**src/rtl/ncpu32k_wb_rr_arbiter.sv**
```systemverilog
// Round-robin writeback arbiter: picks one FU writeback channel per cycle
// and registers it onto the single ROB writeback port / bypass network.
//
// Ports:
//   clk, rst           - clock, synchronous active-high reset
//   flush              - discard in-flight writeback, block new grants
//   fu_wb_*            - per-way valid/ready channel with data, tag, ROB id
//   rob_wb_*           - registered writeback output with ROB backpressure
//   rob_wb_grant       - one-hot source way of the current output entry
//   perf_*_cnt         - conflict / stall counters (zero unless enabled)
//
// Optional: define NCPU_WB_ARB_PERF_EN to instantiate the perf counters.

module ncpu32k_wb_rr_arbiter #(
    parameter int WAYS      = 5,
    parameter int DW        = 32,
    parameter int TAG_WIDTH = 5,
    parameter int ID_WIDTH  = 4
) (
    input  logic                      clk,
    input  logic                      rst,
    input  logic                      flush,
    input  logic [WAYS-1:0]           fu_wb_BVALID,
    output logic [WAYS-1:0]           fu_wb_BREADY,
    input  logic [WAYS*DW-1:0]        fu_wb_BDATA,
    input  logic [WAYS*TAG_WIDTH-1:0] fu_wb_BTAG,
    input  logic [WAYS*ID_WIDTH-1:0]  fu_wb_id,
    output logic                      rob_wb_BVALID,
    input  logic                      rob_wb_BREADY,
    output logic [DW-1:0]             rob_wb_BDATA,
    output logic [TAG_WIDTH-1:0]      rob_wb_BTAG,
    output logic [ID_WIDTH-1:0]       rob_wb_id,
    output logic [WAYS-1:0]           rob_wb_grant,
    output logic [31:0]               perf_conflict_cnt,
    output logic [31:0]               perf_stall_cnt
);

    logic [WAYS-1:0]      r_rr_ptr;
    logic                 r_valid;
    logic [DW-1:0]        r_data;
    logic [TAG_WIDTH-1:0] r_tag;
    logic [ID_WIDTH-1:0]  r_id;
    logic [WAYS-1:0]      r_grant;

    logic                 w_load;
    logic [WAYS-1:0]      w_req_hi;
    logic [WAYS-1:0]      w_pick;
    logic [WAYS-1:0]      w_grant;
    logic [DW-1:0]        w_data;
    logic [TAG_WIDTH-1:0] w_tag;
    logic [ID_WIDTH-1:0]  w_id;

    // Output register refills in the same cycle it drains.
    assign w_load = ~flush & (~r_valid | rob_wb_BREADY);

    // Requests at or above the pointer take precedence; if none, wrap to
    // the full request vector. Lowest set bit of the chosen vector wins.
    assign w_req_hi = fu_wb_BVALID & ~(r_rr_ptr - WAYS'(1));
    assign w_pick   = (|w_req_hi) ? w_req_hi : fu_wb_BVALID;
    assign w_grant  = w_pick & (~w_pick + WAYS'(1));

    assign fu_wb_BREADY = w_grant & {WAYS{w_load}};

    always_comb begin
        w_data = '0;
        w_tag  = '0;
        w_id   = '0;
        for (int i = 0; i < WAYS; i++) begin
            if (w_grant[i]) begin
                w_data = fu_wb_BDATA[i*DW +: DW];
                w_tag  = fu_wb_BTAG[i*TAG_WIDTH +: TAG_WIDTH];
                w_id   = fu_wb_id[i*ID_WIDTH +: ID_WIDTH];
            end
        end
    end

    always_ff @(posedge clk) begin
        if (rst) begin
            r_rr_ptr <= WAYS'(1);
            r_valid  <= 1'b0;
            r_data   <= '0;
            r_tag    <= '0;
            r_id     <= '0;
            r_grant  <= '0;
        end else if (flush) begin
            r_valid  <= 1'b0;
            r_grant  <= '0;
        end else if (w_load) begin
            r_valid  <= |w_grant;
            r_grant  <= w_grant;
            if (|w_grant) begin
                r_data   <= w_data;
                r_tag    <= w_tag;
                r_id     <= w_id;
                r_rr_ptr <= {w_grant[WAYS-2:0], w_grant[WAYS-1]};
            end
        end
    end

    assign rob_wb_BVALID = r_valid;
    assign rob_wb_BDATA  = r_data;
    assign rob_wb_BTAG   = r_tag;
    assign rob_wb_id     = r_id;
    assign rob_wb_grant  = r_grant;

`ifdef NCPU_WB_ARB_PERF_EN
    logic [31:0] r_conflict_cnt;
    logic [31:0] r_stall_cnt;
    logic        w_multi;

    // More than one valid way: clearing the lowest set bit leaves others.
    assign w_multi = |(fu_wb_BVALID & (fu_wb_BVALID - WAYS'(1)));

    always_ff @(posedge clk) begin
        if (rst) begin
            r_conflict_cnt <= '0;
            r_stall_cnt    <= '0;
        end else begin
            if (w_load & (|w_grant) & w_multi)
                r_conflict_cnt <= r_conflict_cnt + 32'd1;
            if (r_valid & ~rob_wb_BREADY & ~flush)
                r_stall_cnt <= r_stall_cnt + 32'd1;
        end
    end

    assign perf_conflict_cnt = r_conflict_cnt;
    assign perf_stall_cnt    = r_stall_cnt;
`else
    assign perf_conflict_cnt = 32'd0;
    assign perf_stall_cnt    = 32'd0;
`endif

endmodule

```
**config.mk**
```make
export PLATFORM = sky130hd
export DESIGN_NAME = ncpu32k_wb_rr_arbiter
export DESIGN_NICKNAME = d
export VERILOG_FILES = /design/src/rtl/ncpu32k_wb_rr_arbiter.sv
export SDC_FILE = /design/constraint.sdc
export NUM_CORES = 1
export LEC_CHECK = 0
export ABC_AREA = 1
export BUFFER_PORTS_ARGS = -buffer_cell sky130_fd_sc_hd__buf_2
export CAP_MARGIN = 20
export CORE_AREA = 5 5 126 128
export DETAILED_ROUTE_END_ITERATION = 12
export DIE_AREA = 0 0 131 133
export PLACE_DENSITY_LB_ADDON = 0.05
export SLEW_MARGIN = 25
export SYNTH_ARGS = -nofsm -noshare
export SYNTH_HDL_FRONTEND = slang
export SYNTH_SLANG_ARGS = --single-unit
```
**constraint.sdc**
```tcl
create_clock -name clk -period 4.9 [get_ports clk]
set_input_delay 0.49 -clock clk [delete_from_list [all_inputs] [get_ports clk]]
set_output_delay 0.49 -clock clk [all_outputs]
set_load 0.05 [all_outputs]
```
==> results_dict.tcl, run 1 <==
set metrics [dict create \
    place_area_um2 5594 \
    yosys.area.top_type_share_pct 23.36 \
    tns_ns 0 \
    drt-total-wl_um 17830 \
    arrival_ns 3.02 \
    crit_required_ns 4.41 \
    p_leak_nw 3.285 \
    synth_edf_count 0 \
    numCtsBuffers 5 \
    rows 45 \
    final_common_cell "buf_2" \
    cp-startpoint "r_rr_ptr[0]" \
    worst_slew_pin_slew_ns 0.7200 \
    final_max_slew_viol_count 0 \
    gp_congestion 0.8175 \
    avgSynthCellArea_um2 5.721 \
    regToRegSetupSlack_ns 1.58 \
    crit_slowest_cell "nand3_4" \
    port_buffers 265 \
    cts_hold_buf 0 \
    ys_async_sr_fraction_pct 0 \
    whs_endpoint "rob_wb_id[1]" \
    setup_viol 0 \
    cp_cell_sequence "inv_1, ha_1, nand2_1, nand2_1, inv_1, nand2_1, inv_2, nand4_1, nand2_2, nor2_4, nand3_4, nor2_2, buf_2" \
    synthCells 779 \
    track_usage_pct 19.31 \
    synth_compound_area_share_pct 7.215 \
    synth_ff_type "dfxtp_1" \
    synth_top_family_by_area "simple AND/OR/NAND/NOR gates" \
    finalHoldViolCount 0 \
    final_cell_mix "buf_2, nand2_1, nor2_1, nand3_1, conb_1" \
    max_slew_margin_pct 51.83 \
    fp.dieW_um 131 \
    synthAdderAreaFrac_pct 0.2807 \
    clk_pin_slew_ns 0.07 \
    grt_pass1_vias 5266 \
    cts_tree "built" \
    clk_path_buf_depth 2 \
    layout-drive-gt1-share_pct 29.41 \
    status "completed" \
    path_delay_family "simple AND/OR/NAND/NOR gates" \
    grt_util_met1_pct 22.63 \
    fin_worst_skew_ns 0.005148 \
    p_per_area_nw_per_um2 299.0 \
    rsz0062_at_grt "no" \
    initial_core_util_pct 30.21 \
    crit_path_start_kind "register" \
    hold_depth 2 \
    avgRoutedWirePerCell_um 14.88 \
    ys_ff_latch 52 \
    post_cts_buffers 0 \
    core_area_um2 14750 \
    dr.pass1.iters 4 \
    synthMuxAreaShare_pct 0 \
    ys_warn_count 0 \
    path_class "reg2out" \
    r2r-start "r_rr_ptr[0]" \
    synthToLayoutAreaGrowth_pct 29.28 \
    cts-resized-gates 0 \
    finalCritPeriodShare_pct 71.54 \
    dieArea_um2 17420 \
    crit_fanout 49 \
    cts_max_level 2 \
    antenna_found_initial 1 \
    vias 5375 \
    diodes 0 \
    synth_top_cell_by_area "dfxtp_1" \
    path_buf_inv 4 \
    drtIter0Drc 272 \
    worstReg2RegEnd "rob_wb_BDATA[7]" \
    ant_nets 0 \
    crit_top_cell "nand2_1" \
    clkSinkCount 52 \
    grt_max_degree 50 \
    ys_seq_area_share_pct 23.36 \
    min_from "rob_wb_id[1]" \
    via_per_inst 4.487 \
    met2_usage_pct 34.79 \
    synth_xor_area_share_pct 0 \
    fin_crit_ns 3.506 \
    hold_class "reg2reg" \
    peakVddDrop_mv 0.1324 \
    synthTopCellsByArea "dfxtp_1, nand2_1, nor2_1" \
    nNetsFinal 1224 \
    design_area_um2 5762 \
    grt-ovfl-total 0 \
    io_pins 330 \
    drv_cap 0 \
    grt_pass1_wl_um 26790 \
    synth_cell_types 29 \
    busiest_layer "met2" \
    synth.cell_area_um2 4457 \
    cp-end-kind "output port" \
    reg2reg_depth 16 \
    met3_usage_pct 5.571 \
    die_h_um 133 \
    insertion_delay_ns 0.29 \
    yosys.area_share.simple_pct 47.33 \
    cp_slowest_stage_delay_ns 0.55 \
    clock-root-buffer "clkbuf_16" \
    drcViolationCount 0 \
    dp_hpwl_um 13290 \
    clock.fmax_mhz 285.3 \
]
[kinds of logic (layout without fill, tap and decap cells)]
group,after synthesis,count (layout)
AND/OR/NAND/NOR,488,488
other,1,64
flip-flops,52,52
AO/OA/AOI/OAI,63,63
adder cells (fa/ha/maj),1,1
buffers and inverters,174,342
[power by group]
| group | leakage [nW] | internal, mW | total (mW) | switching, mW |
|---|---|---|---|---|
| Combinational | 2.78 | 0.222 | 0.828 | 0.606 |
| Clock | 0.0798 | 0.241 | 0.408 | 0.168 |
| Sequential | 0.426 | 0.465 | 0.486 | 0.0211 |
| Total | 3.29 | 0.928 | 1.72 | 0.794 |
[worst max-delay path by stage]
| stage | to | slack [ns] | cells past startpoint |
|---|---|---|---|
| 5_1_grt | fu_wb_BREADY[4] | 1.03 | 13 |
| 6_report | fu_wb_BREADY[4] | 1.39 | 13 |
| 3_5_place_dp | rob_wb_BDATA[3] | 1.57 | 16 |
| 4_1_cts | fu_wb_BREADY[4] | 1.35 | 13 |
| 2_1_floorplan | fu_wb_BREADY[1] | 2.15 | 12 |
| 3_3_place_gp | rob_wb_BDATA[14] | 1.61 | 16 |
[cell type report]
class	instances	area [um2]
Tap cell	188	235.2
Inverter	60	225.2
Clock inverter	3	42.54
Timing Repair Buffer	274	1394
Sequential cell	52	1041
Multi-Input combinational cell	616	2699
Fill cell	1776	8990
Clock buffer	5	125.1
[layer usage]
layer / vias to the layer above / part of all wire (%)
li1: 2804 / -
met3: 16 / 9.5
met5: - / 0.039
met4: 2 / 1.2
met2: 201 / 49
met1: 2352 / 40
[tightest hold or removal path, delay by kind of cell (launching register included)]
family	cells	cell delay (ns)
simple gates	1	0.06
compound gates	1	0.05
flops	1	0.31
[registers in the layout (all words and copies together), names as in the netlist]
register       cells
rob_wb_BVALID      1
rob_wb_id          4
r_rr_ptr           5
rob_wb_BDATA      32
rob_wb_BTAG        5
rob_wb_grant       5
[per-stage QoR]
stage / util (%) / setup WS, ns / total power [mW] / instances / hold slack, ns
floorplan: - / 2.154 / 1.144 / 842 / 0.4532
global placement: 37.92 / 1.611 / 1.335 / 1190 / 0.4534
detailed placement: 37.92 / 1.568 / 1.333 / 1190 / 0.4529
CTS: 39.06 / 1.350 / 1.749 / 1198 / 0.4644
global route: 39.06 / 1.027 / 1.848 / 1198 / 0.4787
finish: 39.06 / 1.394 / 1.723 / 1198 / 0.4635
[synthesized netlist by cell type (2+ instances only)]
master	number
nand2_1	185
nor2_1	163
nand3_1	85
buf_4	68
inv_1	58
dfxtp_1	52
a21oi_1	48
nand4_1	40
buf_2	24
clkbuf_1	16
o21ai_0	12
buf_6	4
nand2_2	4
nand3_2	3
buf_1	2
nor2_2	2
Note: power is estimated with default switching activity, not from simulation.
==> run 2, diff against run 1 <==
--- a/config.mk
+++ b/config.mk
@@ -5,12 +5,12 @@
 export SDC_FILE = /design/constraint.sdc
 export NUM_CORES = 1
 export LEC_CHECK = 0
-export ABC_AREA = 1
+export ABC_AREA = 0
 export BUFFER_PORTS_ARGS = -buffer_cell sky130_fd_sc_hd__buf_2
 export CAP_MARGIN = 20
-export CORE_AREA = 5 5 126 128
+export CORE_AREA = 5 5 124 126
 export DETAILED_ROUTE_END_ITERATION = 12
-export DIE_AREA = 0 0 131 133
+export DIE_AREA = 0 0 129 131
 export PLACE_DENSITY_LB_ADDON = 0.05
 export SLEW_MARGIN = 25
 export SYNTH_ARGS = -nofsm -noshare
==> constraint.sdc (replaced) <==
create_clock -name clk -period 3.67 [get_ports clk]
set_input_delay 0.367 -clock clk [delete_from_list [all_inputs] [get_ports clk]]
set_output_delay 0.367 -clock clk [all_outputs]
set_load 0.05 [all_outputs]
==> run 2 against run 1 <==
Compared with the run above: non-clock buffer count up 9; clock skew increased by 0.0017 ns; combinational power increased by 32%; cell count decreased by 20%; area after synthesis fell by 9.8%; critical path depth is 4 lower; utilization fell by 0.40 points; sequential power grew 35%; synthesized cell count down 31%; global-route usage is 0.91 points higher; setup slack got worse by 1.1 ns; clock power is 31% higher; critical path type unchanged; critical endpoint is now fu_wb_BREADY[3]; largest cell class unchanged.
==> results_dict.tcl, run 2 <==
set metrics [dict create \
    port_buffers 265 \
    pwr-share-seq_pct 28.8 \
    finalHoldViolCount 0 \
    synthCells 539 \
    clock.fmax_mhz 296.9 \
    clk_path_buf_depth 2 \
    register_area_um2 1041 \
    yosysMostFrequentCell "nor2_1" \
    avgRoutedWirePerCell_um 19.26 \
    antenna_found_initial 1 \
    synth_cell_types 43 \
    via_per_inst 5.084 \
    cts_hold_buf 0 \
    multi_input_area_um2 2549 \
    dr.pass1.iters 4 \
    final_cell_mix "buf_2, nor2_1, conb_1, dfxtp_1, nand2_1" \
    cts-resized-gates 0 \
    pwr-share-clk_pct 23.5 \
    final_max_slew_viol_count 0 \
    initial_core_util_pct 28.30 \
    io_pins 330 \
    fin_worst_skew_ns 0.006879 \
    drtIter0Drc 196 \
    path_delay_family "simple AND/OR/NAND/NOR gates" \
    numCtsBuffers 5 \
    ant_nets 0 \
    synth_edf_count 0 \
    synth_top_cell_by_area "dfxtp_1" \
    ys_warn_count 0 \
    insertion_delay_ns 0.29 \
    crit_top_cell "inv_1" \
    dp_hpwl_um 14350 \
    diodes 0 \
    peakVddDrop_mv 0.2042 \
    swShare_pct 44.56 \
    clock-root-buffer "clkbuf_16" \
    setup_viol 0 \
    vias 4886 \
    fin_ws_ns 0.3024 \
    fill_cells 1537 \
    ys_seq_area_share_pct 25.89 \
    cp-end-kind "output port" \
    drv_cap 0 \
    intPower_mw 1.263 \
    clkSinkCount 52 \
    status "completed" \
    cts_max_level 2 \
    p_per_area_nw_per_um2 414.8 \
    nNetsFinal 991 \
    crit_slowest_cell "a311oi_4" \
    track_usage_pct 20.22 \
    grt_util_met1_pct 23.35 \
    met2_usage_pct 36.55 \
    synth_ff_type "dfxtp_1" \
    path_buf_inv 3 \
    largest_reg_flops 32 \
    p_leak_nw 2.614 \
    busiest_layer "met2" \
    tns_ns 0 \
    met3_usage_pct 5.854 \
    crit_fanout 9 \
    comb_power_share_pct 47.8 \
    finalCritPeriodShare_pct 91.76 \
    synthTopCellsByArea "dfxtp_1, buf_4, a32oi_1" \
    ys_async_sr_fraction_pct 0 \
    cp_cell_sequence "inv_1, ha_1, nor3b_1, mux2_2, and2_1, a311oi_4, nand4_1, inv_1, buf_2" \
    grt-ovfl-total 0 \
    ys_ff_latch 52 \
    grt_max_degree 48 \
    cp_slowest_stage_delay_ns 0.51 \
    hold_class "in2reg" \
    grt_pass1_wl_um 26810 \
    rows 44 \
    die_h_um 131 \
    max_slew_margin_pct 36.86 \
    path_class "reg2out" \
    post_cts_buffers 0 \
    drcViolationCount 0 \
    rsz0062_at_grt "no" \
    switchingPower_mw 1.015 \
    clk_pin_slew_ns 0.07 \
    grt_pass1_vias 5020 \
    fin_crit_ns 3.368 \
    crit_required_ns 3.30 \
    crit_path_start_kind "register" \
    synthToLayoutAreaGrowth_pct 36.60 \
    cts_tree "built" \
    final_common_cell "buf_2" \
    dp_slack_ns 0.3845 \
    worst_slew_pin_slew_ns 0.9471 \
    arrival_ns 3.00 \
    netlist_top_cells_count "nor2_1, buf_4, dfxtp_1" \
    layout-drive-gt1-share_pct 39.25 \
    fp.dieW_um 129 \
    yosys.area.top_type_share_pct 25.89 \
    avgSynthCellArea_um2 7.458 \
    core_area_um2 14200 \
    drt-total-wl_um 18510 \
    synth.cell_area_um2 4020 \
    dieArea_um2 16900 \
    gp_congestion 0.8786 \
]
==> run 2: cell count changes after synthesis, sizes merged, moves of 37 or more <==
cell	before	now
nand2	189	49
nand3	89	6
nor2	166	83
inv	59	7
o211ai	1	41
a32oi	0	37
and4	0	37
nor4	0	37
==> run 2: per-layer routing <==
metal	share of wire, %	wire (um)	vias to the layer above
met5	0.070	13	-
met3	8.7	1615	22
met2	50	9232	224
met4	1.6	290	2
li1	-	-	2364
met1	40	7359	2274
==> run 2: final timing paths <==
check	depth (start not counted)	from	endpoint	slack (ns)
setup / recovery	9	r_rr_ptr[0]	fu_wb_BREADY[3]	0.30
hold reg to reg	2	rob_wb_grant[1]	rob_wb_grant[1]	0.46
setup reg to reg	10	r_rr_ptr[0]	rob_wb_id[3]	0.37
hold / removal	3	fu_wb_BDATA[137]	rob_wb_BDATA[9]	0.36
==> run 2: logic make-up (layout without fill, tap and decap cells) <==
| kind of cell | after synthesis | in the layout | synth area share, % |
|---|---|---|---|
| flops | 52 | 52 | 25.89 |
| compound gates | 120 | 120 | 23.22 |
| xor+xnor | 1 | 1 | 0.2179 |
| fa+ha+maj | 1 | 1 | 0.3112 |
| buf+inv | 123 | 298 | 18.21 |
| simple gates | 238 | 238 | 31.25 |
| mux | 3 | 3 | 0.8092 |
| other cells | 1 | 64 | 0.09328 |
==> run 2: tightest hold or removal path, delay by kind of cell <==
kind / cells / cell delay (ns)
buffers and inverters: 1 / 0.09
AND/OR/NAND/NOR: 2 / 0.14
==> run 2: cell type report <==
| type | instances | area share [%] |
|---|---|---|
| multi-input cells | 427 | 46.41 |
| repair buffers | 283 | 26.98 |
| flip-flops and latches | 52 | 18.96 |
| well taps | 184 | 4.192 |
| clock buffers | 6 | 2.347 |
| clock inverters | 2 | 0.6380 |
| inverters | 7 | 0.4785 |
==> run 2: power by group through the flow <==
stage / Combinational, mW / Sequential [mW] / Clock [mW]
2_1_floorplan: 0.603 / 0.853 / 0
3_3_place_gp: 1.07 / 0.668 / 0
3_5_place_dp: 1.09 / 0.667 / 0
4_1_cts: 1.09 / 0.655 / 0.551
5_1_grt: 1.17 / 0.664 / 0.573
6_report: 1.09 / 0.655 / 0.534
==> run 2: through the flow <==
step / utilization (%) / hold WS, ns / cell area (um2) / std cells / power (mW)
final: 38.66 / 0.3590 / 5492 / 961 / 2.278
after global routing: 38.66 / 0.3665 / 5492 / 961 / 2.407
after CTS: 38.64 / 0.3521 / 5488 / 961 / 2.297
after detailed placement: 37.48 / 0.4486 / 5324 / 953 / 1.755
after global placement: 37.29 / 0.4578 / 5296 / 952 / 1.742
after floorplan: - / 0.4445 / 4257 / 602 / 1.456
==> run 3, diff against run 2 <==
--- a/config.mk
+++ b/config.mk
@@ -8,9 +8,11 @@
 export ABC_AREA = 0
 export BUFFER_PORTS_ARGS = -buffer_cell sky130_fd_sc_hd__buf_2
 export CAP_MARGIN = 20
-export CORE_AREA = 5 5 124 126
+export CELL_PAD_IN_SITES_DETAIL_PLACEMENT = 0
+export CELL_PAD_IN_SITES_GLOBAL_PLACEMENT = 1
+export CORE_MARGIN = 5
+export CORE_UTILIZATION = 26
 export DETAILED_ROUTE_END_ITERATION = 12
-export DIE_AREA = 0 0 129 131
 export PLACE_DENSITY_LB_ADDON = 0.05
 export SLEW_MARGIN = 25
 export SYNTH_ARGS = -nofsm -noshare
==> run 3 against run 2 <==
Compared with the run above: sequential power hardly changed; critical path depth is 1 higher; wire length is 5.3% higher; global-route usage is 0.15 points lower; die area is 6.8% higher; power is 0.81% higher; clock-buffer cell count is 1 lower; combinational power hardly changed; setup slack worse by 0.083 ns; largest power group unchanged; cell area hardly changed; clock skew hardly changed.
==> results_dict.tcl, run 3 (synthesis gave the netlist of run 2 again) <==
set metrics [dict create \
    fill_cells 1682 \
    p_leak_nw 2.602 \
    grt_pass1_vias 4931 \
    rows 45 \
    io_pins 330 \
    clock-root-buffer "clkbuf_16" \
    synthToLayoutAreaGrowth_pct 36.66 \
    gp_congestion 0.8015 \
    core_area_um2 15200 \
    clk_path_buf_depth 2 \
    cts_max_level 2 \
    die_h_um 134.3 \
    layout-drive-gt1-share_pct 39.35 \
    via_per_inst 5.109 \
    cts_hold_buf 0 \
    arrival_ns 3.08 \
    drcViolationCount 0 \
    drv_cap 0 \
    cp_slowest_stage_delay_ns 0.45 \
    fin_ws_ns 0.2189 \
    finalHoldViolCount 0 \
    largest_reg_flops 32 \
    numCtsBuffers 5 \
    design_area_um2 5494 \
    worst_slew_pin_slew_ns 0.9751 \
    fp.dieW_um 134.3 \
    finalCritPeriodShare_pct 94.04 \
    grt_max_degree 48 \
    final_cell_mix "buf_2, nor2_1, conb_1, dfxtp_1, nand2_1" \
    crit_slowest_cell "mux2_2" \
    final_common_cell "buf_2" \
    dp_hpwl_um 15050 \
    place_area_um2 5320 \
    setup_viol 0 \
    post_cts_buffers 0 \
    dp_slack_ns 0.3475 \
    clock.fmax_mhz 289.8 \
    avgRoutedWirePerCell_um 20.22 \
    crit_top_cell "inv_1" \
    drt-total-wl_um 19490 \
    grt_pass1_wl_um 28450 \
    peakVddDrop_mv 0.1818 \
    timing.hold.ws_ns 0.3501 \
    ant_nets 0 \
    track_usage_pct 20.07 \
    max_slew_margin_pct 34.99 \
    clkSinkCount 52 \
    drtIter0Drc 272 \
    port_buffers 265 \
    insertion_delay_ns 0.30 \
    antenna_found_initial 1 \
    rsz0062_at_grt "no" \
    tns_ns 0 \
    status "completed" \
    initial_core_util_pct 26.44 \
    cp_cell_sequence "inv_1, ha_1, nor3b_1, mux2_2, and2_1, a311oi_4, buf_4, nand4_1, inv_1, buf_2" \
    vias 4925 \
    finalPower_mw 2.297 \
    fin_worst_skew_ns 0.007044 \
    register_area_um2 1041 \
    multi_input_area_um2 2550 \
    crit_required_ns 3.30 \
    path_class "reg2out" \
    cp-end-kind "output port" \
    clk_pin_slew_ns 0.08 \
    dieArea_um2 18050 \
    dr.pass1.iters 4 \
    final_max_slew_viol_count 0 \
    crit_fanout 9 \
    hold_class "in2reg" \
    cts_tree "built" \
    nNetsFinal 989 \
    cts-resized-gates 0 \
    fin_crit_ns 3.451 \
    p_per_area_nw_per_um2 418.0 \
    crit_path_start_kind "register" \
    grt-ovfl-total 0 \
]
==> run 3: path summary, 6_finish.rpt <==
kind / from / end / slack (ns) / depth (start not counted)
min: fu_wb_BDATA[130] / rob_wb_BDATA[2] / 0.35 / 3
max reg2reg: r_rr_ptr[0] / rob_wb_BDATA[16] / 0.41 / 9
max: r_rr_ptr[0] / fu_wb_BREADY[3] / 0.22 / 10
min reg2reg: rob_wb_grant[1] / rob_wb_grant[1] / 0.46 / 2
==> run 3: metal layers <==
| layer | global-route usage, % | vias up | part of all wire [%] |
|---|---|---|---|
| met1 | 24.27 | 2314 | 41 |
| met3 | 3.901 | 15 | 7.2 |
| met2 | 36.17 | 231 | 50 |
| met4 | 5.486 | 0 | 1.7 |
| met5 | 0 | - | 0 |
| li1 | - | 2365 | - |
==> run 3: final cells by class <==
| class | instances | area share (%) |
|---|---|---|
| Antenna cell | 1 | 0.04555 |
| Timing Repair Buffer | 281 | 26.78 |
| Clock buffer | 5 | 2.277 |
| Sequential cell | 52 | 18.95 |
| Multi-Input combinational cell | 427 | 46.41 |
| Tap cell | 188 | 4.281 |
| Inverter | 7 | 0.4783 |
| Clock inverter | 3 | 0.7743 |
==> run 3: metrics by stage <==
| stage | cells | util, % |
|---|---|---|
| after detailed placement | 955 | 35.00 |
| after CTS | 963 | 36.10 |
| after global placement | 955 | 35.00 |
| after global routing | 964 | 36.14 |
| final | 964 | 36.14 |
| after floorplan | 602 | - |
==> run 3: critical path, delay by kind of cell, from the launching register on <==
family / cells / cell delay, ns
buf+inv: 4 / 0.70
simple gates: 3 / 0.67
mux: 1 / 0.45
fa+ha+maj: 1 / 0.17
compound gates: 1 / 0.41
flops: 1 / 0.39
==> run 3: power breakdown <==
group          switching (mW)  internal, mW  total, mW  leakage, nW
Clock                   0.229         0.321      0.550       0.0798
Combinational           0.774         0.316       1.09         2.09
Sequential             0.0333         0.623      0.656        0.430
